`config.mk`:
```
export PLATFORM = sky130hd
export DESIGN_NAME = pll_lock_sequencer
export DESIGN_NICKNAME = d
export VERILOG_FILES = /design/src/rtl/pll_lock_sequencer.sv
export SDC_FILE = /design/constraint.sdc
export NUM_CORES = 1
export LEC_CHECK = 0
export CORE_UTILIZATION = 45
export DETAILED_ROUTE_END_ITERATION = 6
export PLACE_DENSITY = 0.66
export SLEW_MARGIN = 20
export SYNTH_ARGS = -nofsm -noshare
export SYNTH_HDL_FRONTEND = slang
export SYNTH_SLANG_ARGS = --single-unit
```
`constraint.sdc`:
```
create_clock -name refclk -period 3.1 [get_ports refclk]
set_input_delay 0.775 -clock refclk [delete_from_list [all_inputs] [get_ports refclk]]
set_output_delay 0.775 -clock refclk [all_outputs]
set_load 0.1 [all_outputs]
```
`src/rtl/pll_lock_sequencer.sv`:
```
// pll_lock_sequencer: holds the PLL in reset, waits for a synchronised lock,
// requires lock to stay stable for a programmed time, then releases the
// core reset. Retries on lock timeout and on loss of lock. Runs on refclk.
//
// Ports:
//   refclk      free-running reference clock
//   reset       asynchronous, active-high block reset
//   extlock     PLL lock flag, asynchronous to refclk
//   relock_req  single-cycle software request to re-lock the PLL
//   pll_rst     reset to the PLL, active high
//   sys_rst     core reset, active high (low only in RUN)
//   ready       high while in RUN
//   lock_lost   single-cycle pulse: lock dropped while in RUN
//   timeout     single-cycle pulse: lock wait expired
//   retry_cnt   timeouts plus lock losses, saturating
module pll_lock_sequencer #(
  parameter int unsigned RST_CYCLES    = 16,
  parameter int unsigned LOCK_TIMEOUT  = 4800,
  parameter int unsigned STABLE_CYCLES = 256,
  parameter int unsigned CNT_W         = 16,
  parameter int unsigned RETRY_W       = 8
) (
  input  logic               refclk,
  input  logic               reset,
  input  logic               extlock,
  input  logic               relock_req,
  output logic               pll_rst,
  output logic               sys_rst,
  output logic               ready,
  output logic               lock_lost,
  output logic               timeout,
  output logic [RETRY_W-1:0] retry_cnt
);

  localparam logic [CNT_W-1:0] RST_LAST    = CNT_W'(RST_CYCLES - 1);
  localparam logic [CNT_W-1:0] TIMEOUT_LAST = CNT_W'(LOCK_TIMEOUT - 1);
  localparam logic [CNT_W-1:0] STABLE_LAST = CNT_W'(STABLE_CYCLES - 1);

  typedef enum logic [1:0] {
    ST_RST       = 2'd0,
    ST_WAIT_LOCK = 2'd1,
    ST_STABLE    = 2'd2,
    ST_RUN       = 2'd3
  } state_t;

  state_t             state, state_nxt;
  logic [CNT_W-1:0]   cnt, cnt_nxt;
  logic [1:0]         sync_q;
  logic               lock_s;
  logic               retry_inc;
  logic               pll_rst_nxt, sys_rst_nxt, ready_nxt;
  logic               lock_lost_nxt, timeout_nxt;
  logic [RETRY_W-1:0] retry_nxt;

  // Two-flop synchroniser for the asynchronous lock flag
  always_ff @(posedge refclk or posedge reset) begin
    if (reset) sync_q <= 2'b00;
    else       sync_q <= {sync_q[0], extlock};
  end

  assign lock_s = sync_q[1];

  // State, phase counter and registered outputs
  always_ff @(posedge refclk or posedge reset) begin
    if (reset) begin
      state     <= ST_RST;
      cnt       <= '0;
      pll_rst   <= 1'b1;
      sys_rst   <= 1'b1;
      ready     <= 1'b0;
      lock_lost <= 1'b0;
      timeout   <= 1'b0;
      retry_cnt <= '0;
    end else begin
      state     <= state_nxt;
      cnt       <= cnt_nxt;
      pll_rst   <= pll_rst_nxt;
      sys_rst   <= sys_rst_nxt;
      ready     <= ready_nxt;
      lock_lost <= lock_lost_nxt;
      timeout   <= timeout_nxt;
      retry_cnt <= retry_nxt;
    end
  end

  // Next state; outputs decoded from the next state so they are registered
  // and change on the same edge as the state
  always_comb begin
    state_nxt     = state;
    cnt_nxt       = cnt + CNT_W'(1);
    timeout_nxt   = 1'b0;
    lock_lost_nxt = 1'b0;
    retry_inc     = 1'b0;
    retry_nxt     = retry_cnt;

    case (state)
      ST_RST: begin
        // relock_req is ignored here so the PLL reset width is never stretched
        if (cnt == RST_LAST) begin
          state_nxt = ST_WAIT_LOCK;
          cnt_nxt   = '0;
        end
      end
      ST_WAIT_LOCK: begin
        if (relock_req) begin
          state_nxt = ST_RST;
          cnt_nxt   = '0;
        end else if (lock_s) begin
          // lock beats a coincident timeout
          state_nxt = ST_STABLE;
          cnt_nxt   = '0;
        end else if (cnt == TIMEOUT_LAST) begin
          state_nxt   = ST_RST;
          cnt_nxt     = '0;
          timeout_nxt = 1'b1;
          retry_inc   = 1'b1;
        end
      end
      ST_STABLE: begin
        if (relock_req) begin
          state_nxt = ST_RST;
          cnt_nxt   = '0;
        end else if (!lock_s) begin
          // glitch: restart the lock wait without resetting the PLL
          state_nxt = ST_WAIT_LOCK;
          cnt_nxt   = '0;
        end else if (cnt == STABLE_LAST) begin
          state_nxt = ST_RUN;
          cnt_nxt   = '0;
        end
      end
      ST_RUN: begin
        cnt_nxt = '0;
        // lock loss takes precedence over a coincident relock_req
        if (!lock_s) begin
          state_nxt     = ST_RST;
          lock_lost_nxt = 1'b1;
          retry_inc     = 1'b1;
        end else if (relock_req) begin
          state_nxt = ST_RST;
        end
      end
      default: begin
        state_nxt = ST_RST;
        cnt_nxt   = '0;
      end
    endcase

    if (retry_inc && (retry_cnt != '1)) retry_nxt = retry_cnt + RETRY_W'(1);

    pll_rst_nxt = (state_nxt == ST_RST);
    sys_rst_nxt = (state_nxt != ST_RUN);
    ready_nxt   = (state_nxt == ST_RUN);
  end

endmodule
```
==> Yosys cells after proc, flatten, opt, wreduce, memory -nomap -nowiden <==
Index checks and enable logic that the tools add are counted.
{ "totals": {"regBits": 33, "inputBits": 4} }
{ "op_classes": {"mux": 25, "reduce_logical": 3, "n_eq_ne": 9, "addsub": 2} }
{ "ops": {"columns": ["operator", "count"], "rows": [
  ["$mux 16", 7],
  ["$pmux 16 s4", 1],
  ["$mux 2", 9],
  ["$add 16x1->16 const B", 1],
  ["$eq 16x13->1 const B", 1],
  ["$eq 16x4->1 const B", 1],
  ["$eq 16x8->1 const B", 1],
  ["$add 8x1->8 const B", 1],
  ["$ne 8x8->1 const B", 1],
  ["$pmux 2 s4", 1],
  ["$eq 2x2->1 const B", 3],
  ["$mux 1", 6],
  ["$logic_not 2->1", 2],
  ["$eq 2x1->1 const B", 1],
  ["$ne 2x2->1 const B", 1],
  ["$pmux 1 s2", 1],
  ["$logic_and 1x1->1", 1]
]} }

==> Logic depth before layout (Yosys ltp) <==
Gate-level depths: netlist of run 1.
{ "logic_depth": {"word_depth": 6, "depth_mapped": 9, "ltp_nobuf": 6} }

==> Least setup slack after synthesis of run 1 <==
No wires, ideal clock.
{ "synth_path": {"path_type": "reg2reg", "from": "register retry_cnt[0]", "to": "register retry_cnt[1]", "required_time_ps": 2974, "stages_incl_launch_ff": 6, "path_buffers": 0, "synth_period_minus_slack_ps": 2125, "setup_slack_ps": 975, "setup_ps": 126, "arrival_ps": 1999, "path_cell_list": "dfrtp_1 -> ha_1 -> nand3_1 -> o21ai_0 -> o21ai_2 -> mux2_2"} }
{ "synth_via": {"elab_chain_len": 2} }
{ "synth_lines": {"columns": ["item", "line_no", "text"], "rows": [
  ["from (decl)", "32", "output logic [RETRY_W-1:0] retry_cnt"],
  ["from (signal assigned)", "82", "retry_cnt <= retry_nxt;"],
  ["branches (longest 2 deep; another with $add 8x1->8)", null, null]
]} }
Several ways; the timed one is not identified.
A chain may end at the register's enable or synchronous reset.

==> Worst setup path after layout of run 1 <==
{ "layout_path": {"from": "input port relock_req", "to": "register retry_cnt[1]"} }
{ "layout_via": {"elab_chain_len": 3} }
{ "layout_lines": {"columns": ["item", "line_no", "text"], "rows": [
  ["from (decl)", "26", "input logic relock_req,"],
  ["$mux 1", "105", "if (relock_req) begin"],
  ["$pmux 1 s2", "96", "case (state)"],
  ["$logic_and 1x1->1", "149", "if (retry_inc && (retry_cnt != '1)) retry_nxt = retry_cnt + RETRY_W'(1);"]
]} }
Every way passes these cells.

==> results of run 1 <==
-- area by class of cell --
cell class,instances,area (um2)
clock buffer,6,41.3
inverter,5,18.8
clock inverter,2,10.0
fill,312,1570
timing repair buffer,17,135
multi-input combinational,110,727
sequential,33,828
tap,46,57.6
-- registers in the layout (all words and copies together), names as in the netlist --
signal     flops
state          2
sys_rst        1
lock_lost      1
retry_cnt      8
timeout        1
cnt           16
pll_rst        1
ready          1
sync_q         2
-- cells by family after synthesis --
family                   count (synthesis)
XOR/XNOR                                21
AND/OR/NAND/NOR                         75
multiplexers                             1
adder cells (fa/ha/maj)                  2
AO/OA/AOI/OAI                           11
buffers and inverters                   10
flip-flops                              33
-- routing by layer --
layer	global-route usage, %	vias up	part of all wire (%)
met2	28.9	19	49
li1	-	571	-
met3	7.25	7	3.9
met1	19.3	551	45
met5	0	-	0
met4	10.8	0	2.3
-- worst reg2reg max path, stage by stage (launching register included) --
cell and delay [ns]:
dfrtp_1 0.46, nor4_4 0.38, nand4_1 0.21, nand2_1 0.15
and3_1 0.52, nor2_1 0.12
-- path summary, 6_finish.rpt --
check | cells past startpoint | start | slack (ns) | endpoint
min in group asynchronous | 3 | reset | 0.81 | retry_cnt[0]
max | 5 | relock_req | 0.87 | retry_cnt[1]
min reg2reg | 0 | sync_q[0] | 0.36 | sync_q[1]
max reg2reg | 5 | cnt[8] | 1.12 | cnt[6]
min | 0 | sync_q[0] | 0.36 | sync_q[1]
max in group asynchronous | 3 | reset | 1.96 | pll_rst
-- cell usage after synthesis, types with 2 or more instances --
cell,n,area [um2]
nand2_1,12,45.0
nor2_1,22,82.6
and4b_1,2,20.0
and3_1,4,25.0
inv_1,5,18.8
dfstp_2,2,52.6
nor3_1,2,10.0
xnor2_1,13,114
nor4_2,2,25.0
dfrtp_1,31,776
nor4_1,2,12.5
buf_2,3,15.0
nand3_1,10,50.1
o21ai_0,3,15.0
a21oi_1,2,10.0
nand4_1,9,56.3
xor2_1,8,70.1
ha_1,2,25.0
-- power breakdown --
group          internal (mW)  total [mW]  switching, mW
combinational         0.0941       0.324          0.230
clock                 0.0863       0.228          0.142
sequential             0.486       0.551         0.0657
-- metrics by stage --
stage	area, um2	setup WS (ns)
floorplan	1610	0.975
global placement	1770	0.602
detailed placement	1770	0.529
CTS	1820	0.864
global route	1820	0.777
finish	1820	0.865
==> metrics.md, run 1 <==
| Metric | Value |
|---|---|
| Total power | 1.10 mW |
| Core box area | 3390 um2 |
| Area Growth Syn to Fin | 13.1% |
| Initial antenna violation count | 0 |
| Post-detail-place hpwl | 2030 um |
| DR vias | 1,148 |
| Primary FF master, synth | dfrtp_1 |
| WL/cell | 13.0 um |
| Synth Area in Simple Gates | 26.6% |
| WP data required | 3.32 ns |
| Site row count | 21 |
| Syn Std Cell Area | 1610 um2 |
| CTS tree | done |
| Final Hold Fails | 0 |
| First-pass GRT wire length | 4750 um |
| Post-synth cell types | 37 |
| Clk slew on worst S/H paths | 0.10 ns |
| Clk_lat worst skew | 0.34 ns |
| Root Buffer | clkbuf_4 |
| Max IR drop VDD | 0.253 mV |
| Synth Area in Compound Gates | 4.90% |
| Placed insts | 211 |
| Crit share post-route | 72.1% |
| Ant. Diodes | 0 |
| Critical path endpoint category | flop |
| Synth warn | 0 |
| Router iterations before antenna repair | 4 |
| Setup violators final | 0 |
| Vias in the first global route | 1,121 |
| Outcome | complete, no violations |
| CP bufs+invs | 1 |
| CP Data Arrival Time | 2.45 ns |
| Synth Area in XOR/XNOR | 11.4% |
| Worst-path cell chain | clkdlybuf4s50_1 -> nor4b_2 -> o21ai_0 -> o21ai_2 -> mux2_2 |
| Iter 0 DRT Violations | 48 |
| CP delay by family, top | buffers and inverters |
| Mean post-synth cell area | 10.5 um2 |
| Post-CTS Setup Bufs | 0 |
| Slew Viols, Final | 0 |
| Die ar. | 3820 um2 |
| Largest net degree at the start of global routing | 34 |
| Tightest Pin Transition | 0.553 ns |
| GR Overflow Total | 0 |
| Share of cells above drive strength 1 | 17.9% |
| EDFF count, synth | 0 |
| Cts repair resizes | 0 |
| IO buf count | 16 |
| Clock Tree Buf Depth | 2 |
| Final ANT Viol Nets | 0 |
| WHS | 0.362 ns |
| Most frequent cells in the layout | dfrtp_1 (31), nor2_1 (22), buf_4 (14) |
| Initial Util | 47.4% |
| CP Class | in -> reg |
| Asr flop ratio synth | 100% |
| CP max-delay cell | clkdlybuf4s50_1 |
| RSZ-0062 raised after global routing | no |
| Rel. slew slack | 63.1% |
| Drt total wl | 2840 um |
| Max Cap Viol | 0 |
| Final core utilization | 53.6% |
| Post-synthesis adder-cell area fraction | 1.56% |
| Cts hold-fix bufs | 0 |
| Crit path max fanout | 7 |
| Nets@finish | 178 |
| Vias per cell | 5.24 |
| H-tree depth | 2 |
| PD cells | 607 nW/um2 |
| Multiplexer share of the synthesized area | 0.700% |
| Cells after synthesis | 153 |
| Non-filler cells, final | 219 |
| Commonest non-fill, non-tap cell in the layout | dfrtp_1 |
| Die H | 61.8 um |
| Worst Hold Class | reg -> reg |
| Leak | 0.802 nW |
| # clock sinks | 33 |
| Startpoint Class | input pin |
| IO Pins | 17 |
| Syn_nets | 159 |
| Setup TNS | 0 ns |
| Number of buffers created by CTS | 5 |
| Fmax | 0.448 GHz |
| GP Congestion | 0.782 |
| Clock skew | 0.0112 ns |
| Synth Register Bits | 33 |
| Critical Path Max Stage Delay | 0.53 ns |
| Die W | 61.8 um |
| Remaining DRCs | 0 |
| Total Routing Usage GR | 17.7% |
| Largest family of logic cells by synthesized area | simple AND/OR/NAND/NOR gates |
| Period minus WS final | 2.23 ns |
| Sequential area share after synthesis | 51.5% |
Note: power is estimated with default switching activity, not from simulation.
==> run 2, diff against run 1 <==
==> constraint.sdc (replaced) <==
create_clock -name refclk -period 2.29 [get_ports refclk]
set_input_delay 0.5725 -clock refclk [delete_from_list [all_inputs] [get_ports refclk]]
set_output_delay 0.5725 -clock refclk [all_outputs]
set_load 0.1 [all_outputs]
==> run 2 against run 1 <==
Die area unchanged; final cell count grew 0.91%; largest cell class unchanged; global-route usage up 0.50 points; setup slack worse by 0.50 ns.
==> metrics.md, run 2 (synthesis gave the netlist of run 1 again) <==
| Metric | Value |
|---|---|
| Area Growth Syn to Fin | 14.2% |
| Die H | 61.8 um (unchanged) |
| Initial Util | 47.4% (unchanged) |
| Largest regs | cnt: 16 flops, retry_cnt: 8 flops |
| Setup TNS | 0 ns (unchanged) |
| Share of cells above drive strength 1 | 19.4% (+1.5 points) |
| Setup violators final | 0 (unchanged) |
| Max IR drop VDD | 0.408 mV (+61%) |
| Vias per cell | 5.30 (+1.2%) |
| Initial antenna violation count | 0 (unchanged) |
| Clock skew | 0.00463 ns (-0.00655 ns) |
| Critical Path Max Stage Delay | 0.40 ns (-0.13 ns) |
| Cts repair resizes | 0 (unchanged) |
| Max Cap Viol | 0 (unchanged) |
| # clock sinks | 33 (unchanged) |
| CP Data Arrival Time | 2.16 ns (-0.29 ns) |
| Fmax | 0.518 GHz |
| Post-detail-place hpwl | 2060 um (+1.1%) |
| Vias in the first global route | 1,145 (+2.1%) |
| RSZ-0062 raised after global routing | no |
| Iter 0 DRT Violations | 61 (+27%) |
| CTS tree | done |
| Final core utilization | 54.2% (+0.55 points) |
| Max FFs per register | 16 (unchanged) |
| Remaining DRCs | 0 (unchanged) |
| Final Hold Fails | 0 (unchanged) |
| Crit path max fanout | 7 (unchanged) |
| CP max-delay cell | dfrtp_1 |
| CP Class | reg -> reg |
| Drt total wl | 2910 um (+2.3%) |
| Most frequent cells in the layout | dfrtp_1 (31), nor2_1 (22), buf_4 (16) |
| Nets@finish | 180 (+1.1%) |
| Total power | 1.52 mW (+38%) |
| H-tree depth | 2 (unchanged) |
| Rel. slew slack | 72.7% (+9.5 points) |
| IO buf count | 16 (unchanged) |
| Ant. Diodes | 0 (unchanged) |
| Commonest non-fill, non-tap cell in the layout | dfrtp_1 |
| Router iterations before antenna repair | 4 (unchanged) |
| Number of buffers created by CTS | 5 (unchanged) |
| Crit share post-route | 84.2% |
| Largest net degree at the start of global routing | 34 (unchanged) |
| Clock Tree Buf Depth | 2 (unchanged) |
| Tightest Pin Transition | 0.410 ns (-0.143 ns) |
| Site row count | 21 (unchanged) |
| DR vias | 1,172 (+2.1%) |
| WL/cell | 13.1 um (+1.4%) |
| Core box area | 3390 um2 (unchanged) |
| Total Routing Usage GR | 18.2% (+0.50 points) |
| Final ANT Viol Nets | 0 (unchanged) |
| Clk slew on worst S/H paths | 0.10 ns (about the same) |
| PD cells | 829 nW/um2 (+36%) |
| Root Buffer | clkbuf_4 |
| Die ar. | 3820 um2 (unchanged) |
| Post-Place Cell Area | 1780 um2 (+0.85%) |
| Worst Hold Class | reg -> reg |
| Critical path endpoint category | flop |
| Worst-path cell chain | ha_1 -> and3_1 -> nand4_1 -> o21ai_2 -> mux2_2 |
| Post-route cell area | 1840 um2 (+1.0%) |
| Cts hold-fix bufs | 0 (unchanged) |
| CP bufs+invs | 0 (-1) |
| Period minus WS final | 1.93 ns |
| Reg with most FFs | cnt |
| CP delay by family, top | simple AND/OR/NAND/NOR gates |
| Outcome | complete, no violations |
| Clk_lat worst skew | 0.34 ns (about the same) |
| Post-CTS Setup Bufs | 0 (unchanged) |
| Die W | 61.8 um (unchanged) |
| Slew Viols, Final | 0 (unchanged) |
| Startpoint Class | flop |
| WP data required | 2.52 ns (-0.80 ns) |
| IO Pins | 17 (unchanged) |
| GP Congestion | 0.747 (-4.5%) |
| WHS | 0.361 ns (-0.000264 ns) |
| GR Overflow Total | 0 (unchanged) |
| Leak | 0.811 nW (+1.1%) |
| First-pass GRT wire length | 4960 um (+4.5%) |
-- run 2: cell count changes in the layout (fill, tap and decap cells not counted), sizes merged --
cell / delta
clkinvlp: +1
buf: +2
clkbuf: -1
-- run 2: metrics by stage --
stage	worst slack [ns]	std cells
after global placement	0.0824	213
after global routing	0.216	221
after CTS	0.362	221
after detailed placement	0.0618	213
final	0.361	221
after floorplan	0.165	153
-- run 2: worst paths after layout --
check,startpoint,to,slack [ns],depth (start not counted)
worst max register to register,cnt[0],retry_cnt[1],0.36,5
worst min-delay path,sync_q[0],sync_q[1],0.36,0
worst min register to register,sync_q[0],sync_q[1],0.36,0
worst max-delay path,cnt[0],retry_cnt[1],0.36,5
min in group asynchronous,reset,cnt[2],0.61,3
max in group asynchronous,reset,sys_rst,1.35,3
-- run 2: layout make-up --
cell class / instances / area [um2]
Clock inverter: 3 / 17.5
Multi-Input combinational cell: 110 / 727
Tap cell: 46 / 57.6
Timing Repair Buffer: 19 / 150
Sequential cell: 33 / 828
Inverter: 5 / 18.8
Fill cell: 304 / 1550
Clock buffer: 5 / 37.5
-- run 2: worst reg2reg max path: stages (launching register included) --
cell     delay, ns
dfrtp_1       0.40
ha_1          0.24
and3_1        0.30
nand4_1       0.18
o21ai_2       0.34
mux2_2        0.37
-- run 2: report_power, final --
part	internal [mW]	switching, mW	total, mW	leakage (nW)
logic	0.139	0.318	0.457	0.342
clock network	0.116	0.205	0.321	0.0310
registers	0.658	0.0867	0.744	0.438
total	0.912	0.610	1.52	0.811
-- run 2: routing by layer --
metal,up-vias,routed length [um],track usage [%]
met5,-,0,0
met3,7,111,6.00
met4,0,61,10.2
li1,574,-,-
met1,570,1350,22.4
met2,21,1380,28.3
==> run 3, diff against run 2 <==
--- a/config.mk
+++ b/config.mk
@@ -7,7 +7,7 @@
 export LEC_CHECK = 0
 export CORE_UTILIZATION = 45
 export DETAILED_ROUTE_END_ITERATION = 6
-export PLACE_DENSITY = 0.66
+export PLACE_DENSITY = 0.68
 export SLEW_MARGIN = 20
 export SYNTH_ARGS = -nofsm -noshare
 export SYNTH_HDL_FRONTEND = slang
==> constraint.sdc (replaced) <==
create_clock -name refclk -period 1.65 [get_ports refclk]
set_input_delay 0.4125 -clock refclk [delete_from_list [all_inputs] [get_ports refclk]]
set_output_delay 0.4125 -clock refclk [all_outputs]
set_load 0.1 [all_outputs]
==> run 3 against run 2 <==
The run now ends with setup timing left; hold slack got worse by 0.0026 ns; combinational power grew 150%; global-route usage grew 1.5 points; final area up 30%; via count rose by 12%; power rose by 73%; sequential power increased by 40%; setup slack worse by 0.42 ns; clock power up 44%; maximum frequency is 13% higher; die area stayed put; count of clock-buffer cells in the layout is 3 higher; largest power group is now combinational cells.
==> metrics.md, run 3 (synthesis gave the netlist of run 1 again) <==
| Metric | Value |
|---|---|
| Router iterations before antenna repair | 4 (unchanged) |
| Clock Tree Buf Depth | 2 (unchanged) |
| Leak | 0.949 nW (+17%) |
| Ant. Diodes | 0 (unchanged) |
| # fillers | 224 (-26%) |
| WP data required | 1.87 ns (-0.65 ns) |
| CP bufs+invs | 1 (+1) |
| Setup TNS | -0.833 ns (-0.833 ns) |
| Critical Path Max Stage Delay | 0.42 ns (+0.02 ns) |
| Crit path max fanout | 8 (+1) |
| Fmax | 0.586 GHz (+13%) |
| Setup violators final | 22 (+22) |
| WHS Path Cells | 0 (unchanged) |
| Failing checks | setup timing |
| Die H | 61.8 um (unchanged) |
| Clk_lat worst skew | 0.33 ns (about the same) |
| Vias in the first global route | 1,219 (+6.5%) |
| Reg2reg start | cnt[13] |
| Place WS | -0.365 ns (-0.427 ns) |
| Max IR drop VDD | 0.804 mV (+97%) |
| Reg2Reg Setup Slack | -0.06 ns (-0.42 ns) |
| Crit share post-route | 103% (+19 points) |
| Final core utilization | 70.4% (+16 points) |
| WHS | 0.359 ns (-0.00264 ns) |
| Vias per cell | 5.42 (+2.3%) |
| CTS tree | done |
| Post-route cell area | 2390 um2 (+30%) |
| Reg with most FFs | cnt |
| GR Overflow Total | 0 (unchanged) |
| Non-filler cells, final | 241 (+9.0%) |
| Post-Place Cell Area | 2150 um2 (+21%) |
| CP max-delay cell | dfrtp_1 |
| Tightest Pin Transition | 0.336 ns (-0.0740 ns) |
| Site row count | 21 (unchanged) |
| Worst reg2reg path endpoint | cnt[4] |
| DR vias | 1,307 (+12%) |
| Worst Hold Path EP | sync_q[1] |
| Final Hold Fails | 0 (unchanged) |
| Largest regs | cnt: 16 flops, retry_cnt: 8 flops |
| Number of buffers created by CTS | 5 (unchanged) |
| Min-delay src | sync_q[0] |
| WL/cell | 14.2 um (+8.2%) |
| First-pass GRT wire length | 5300 um (+6.8%) |
| Total power | 2.63 mW (+73%) |
| Worst r2r path cells | 6 (+1) |
| Root Buffer | clkbuf_4 |
| Period minus WS final | 1.71 ns (-0.224 ns) |
| IO Pins | 17 (unchanged) |
| Placed insts | 228 (+7.0%) |
| Critical path endpoint category | flop |
| Worst setup path start | cnt[13] |
| PD cells | 1100 nW/um2 (+33%) |
| Die ar. | 3820 um2 (unchanged) |
| Startpoint Class | flop |
| Clk slew on worst S/H paths | 0.09 ns (about the same) |
| Core box area | 3390 um2 (unchanged) |
| # clock sinks | 33 (unchanged) |
| Remaining DRCs | 0 (unchanged) |
| Total Routing Usage GR | 19.7% (+1.5 points) |
| GP Congestion | 0.789 (+5.6%) |
| Initial Util | 47.4% (unchanged) |
| Area Growth Syn to Fin | 48.4% |
| Outcome | complete, but fails checks |
| Largest net degree at the start of global routing | 34 (unchanged) |
| PnR worst setup slack | -0.0555 ns (-0.416 ns) |
| Max Cap Viol | 0 (unchanged) |
| RSZ-0062 raised after global routing | yes |
| Rel. slew slack | 77.5% (+4.8 points) |
| Cts hold-fix bufs | 0 (unchanged) |
| H-tree depth | 2 (unchanged) |
| Max FFs per register | 16 (unchanged) |
| CP Data Arrival Time | 1.93 ns (-0.23 ns) |
| Final ANT Viol Nets | 0 (unchanged) |
| Initial antenna violation count | 0 (unchanged) |
| Post-detail-place hpwl | 2270 um (+10%) |
| Worst Hold Class | reg -> reg |
| CP delay by family, top | simple AND/OR/NAND/NOR gates |
| Register area | 855 um2 (+3.2%) |
| Worst-path cell chain | nor4_4 -> nand4_1 -> nand2_1 -> and3_4 -> clkbuf_16 -> nor2_1 |
| Drt total wl | 3430 um (+18%) |
| Commonest non-fill, non-tap cell in the layout | dfrtp_1 |
| Slew Viols, Final | 0 (unchanged) |
| IO buf count | 16 (unchanged) |
| Iter 0 DRT Violations | 47 (-23%) |
| CP Class | reg -> reg |
| Share of cells above drive strength 1 | 43.6% (+24 points) |
| Die W | 61.8 um (unchanged) |
| Most frequent cells in the layout | dfrtp_1 (22), buf_4 (20), buf_12 (15) |
| Nets@finish | 200 (+11%) |
| Multi-input gate area | 891 um2 (+23%) |
| Clock skew | 0.0145 ns (+0.00987 ns) |
-- run 3: cell count changes in the layout (fill, tap and decap cells not counted), moves of 3 or more --
cell	change
buf_12	+15
nor2_1	-13
dfrtp_1	-9
nor2_4	+9
dfrtp_4	+6
buf_4	+4
nor2_2	+4
dfrtp_2	+3
-- run 3: routing by layer --
layer	track usage [%]	vias to the layer above	share of wire, %
met3	6.21	8	3.6
li1	-	617	-
met5	0	-	0
met1	22.3	651	43
met2	33.8	31	51
met4	9.21	0	2.2
-- run 3: power breakdown --
group	leakage, nW	switching, mW	internal (mW)
logic	0.493	0.619	0.505
registers	0.424	0.118	0.926
clock network	0.0326	0.253	0.210
-- run 3: worst max path at each step --
stage,end,slack [ns],cells past startpoint
2_1_floorplan,retry_cnt[1],-0.02,5
3_3_place_gp,retry_cnt[1],-0.33,5
3_5_place_dp,retry_cnt[1],-0.37,5
4_1_cts,retry_cnt[1],-0.04,4
5_1_grt,retry_cnt[1],-0.14,4
6_report,cnt[4],-0.06,6
-- run 3: area by class of cell --
cell class / instances / share of cell area, %
Multi-Input combinational cell: 110 / 37.3
Sequential cell: 33 / 35.8
Timing Repair Buffer: 39 / 21.2
Clock buffer: 8 / 2.46
Tap cell: 46 / 2.41
Inverter: 5 / 0.787
-- run 3: timing repair --
action	in CTS	in global routing
gates resized for setup	3	28
cloned	0	1
endpoints found under the setup margin	21	25
setup buffers	2	2
pin swaps	0	11
-- run 3: worst reg2reg max path: stages (launching register included) --
cell	delay [ns]
dfrtp_1	0.42
nor4_4	0.39
nand4_1	0.18
nand2_1	0.15
and3_4	0.24
clkbuf_16	0.17
nor2_1	0.05
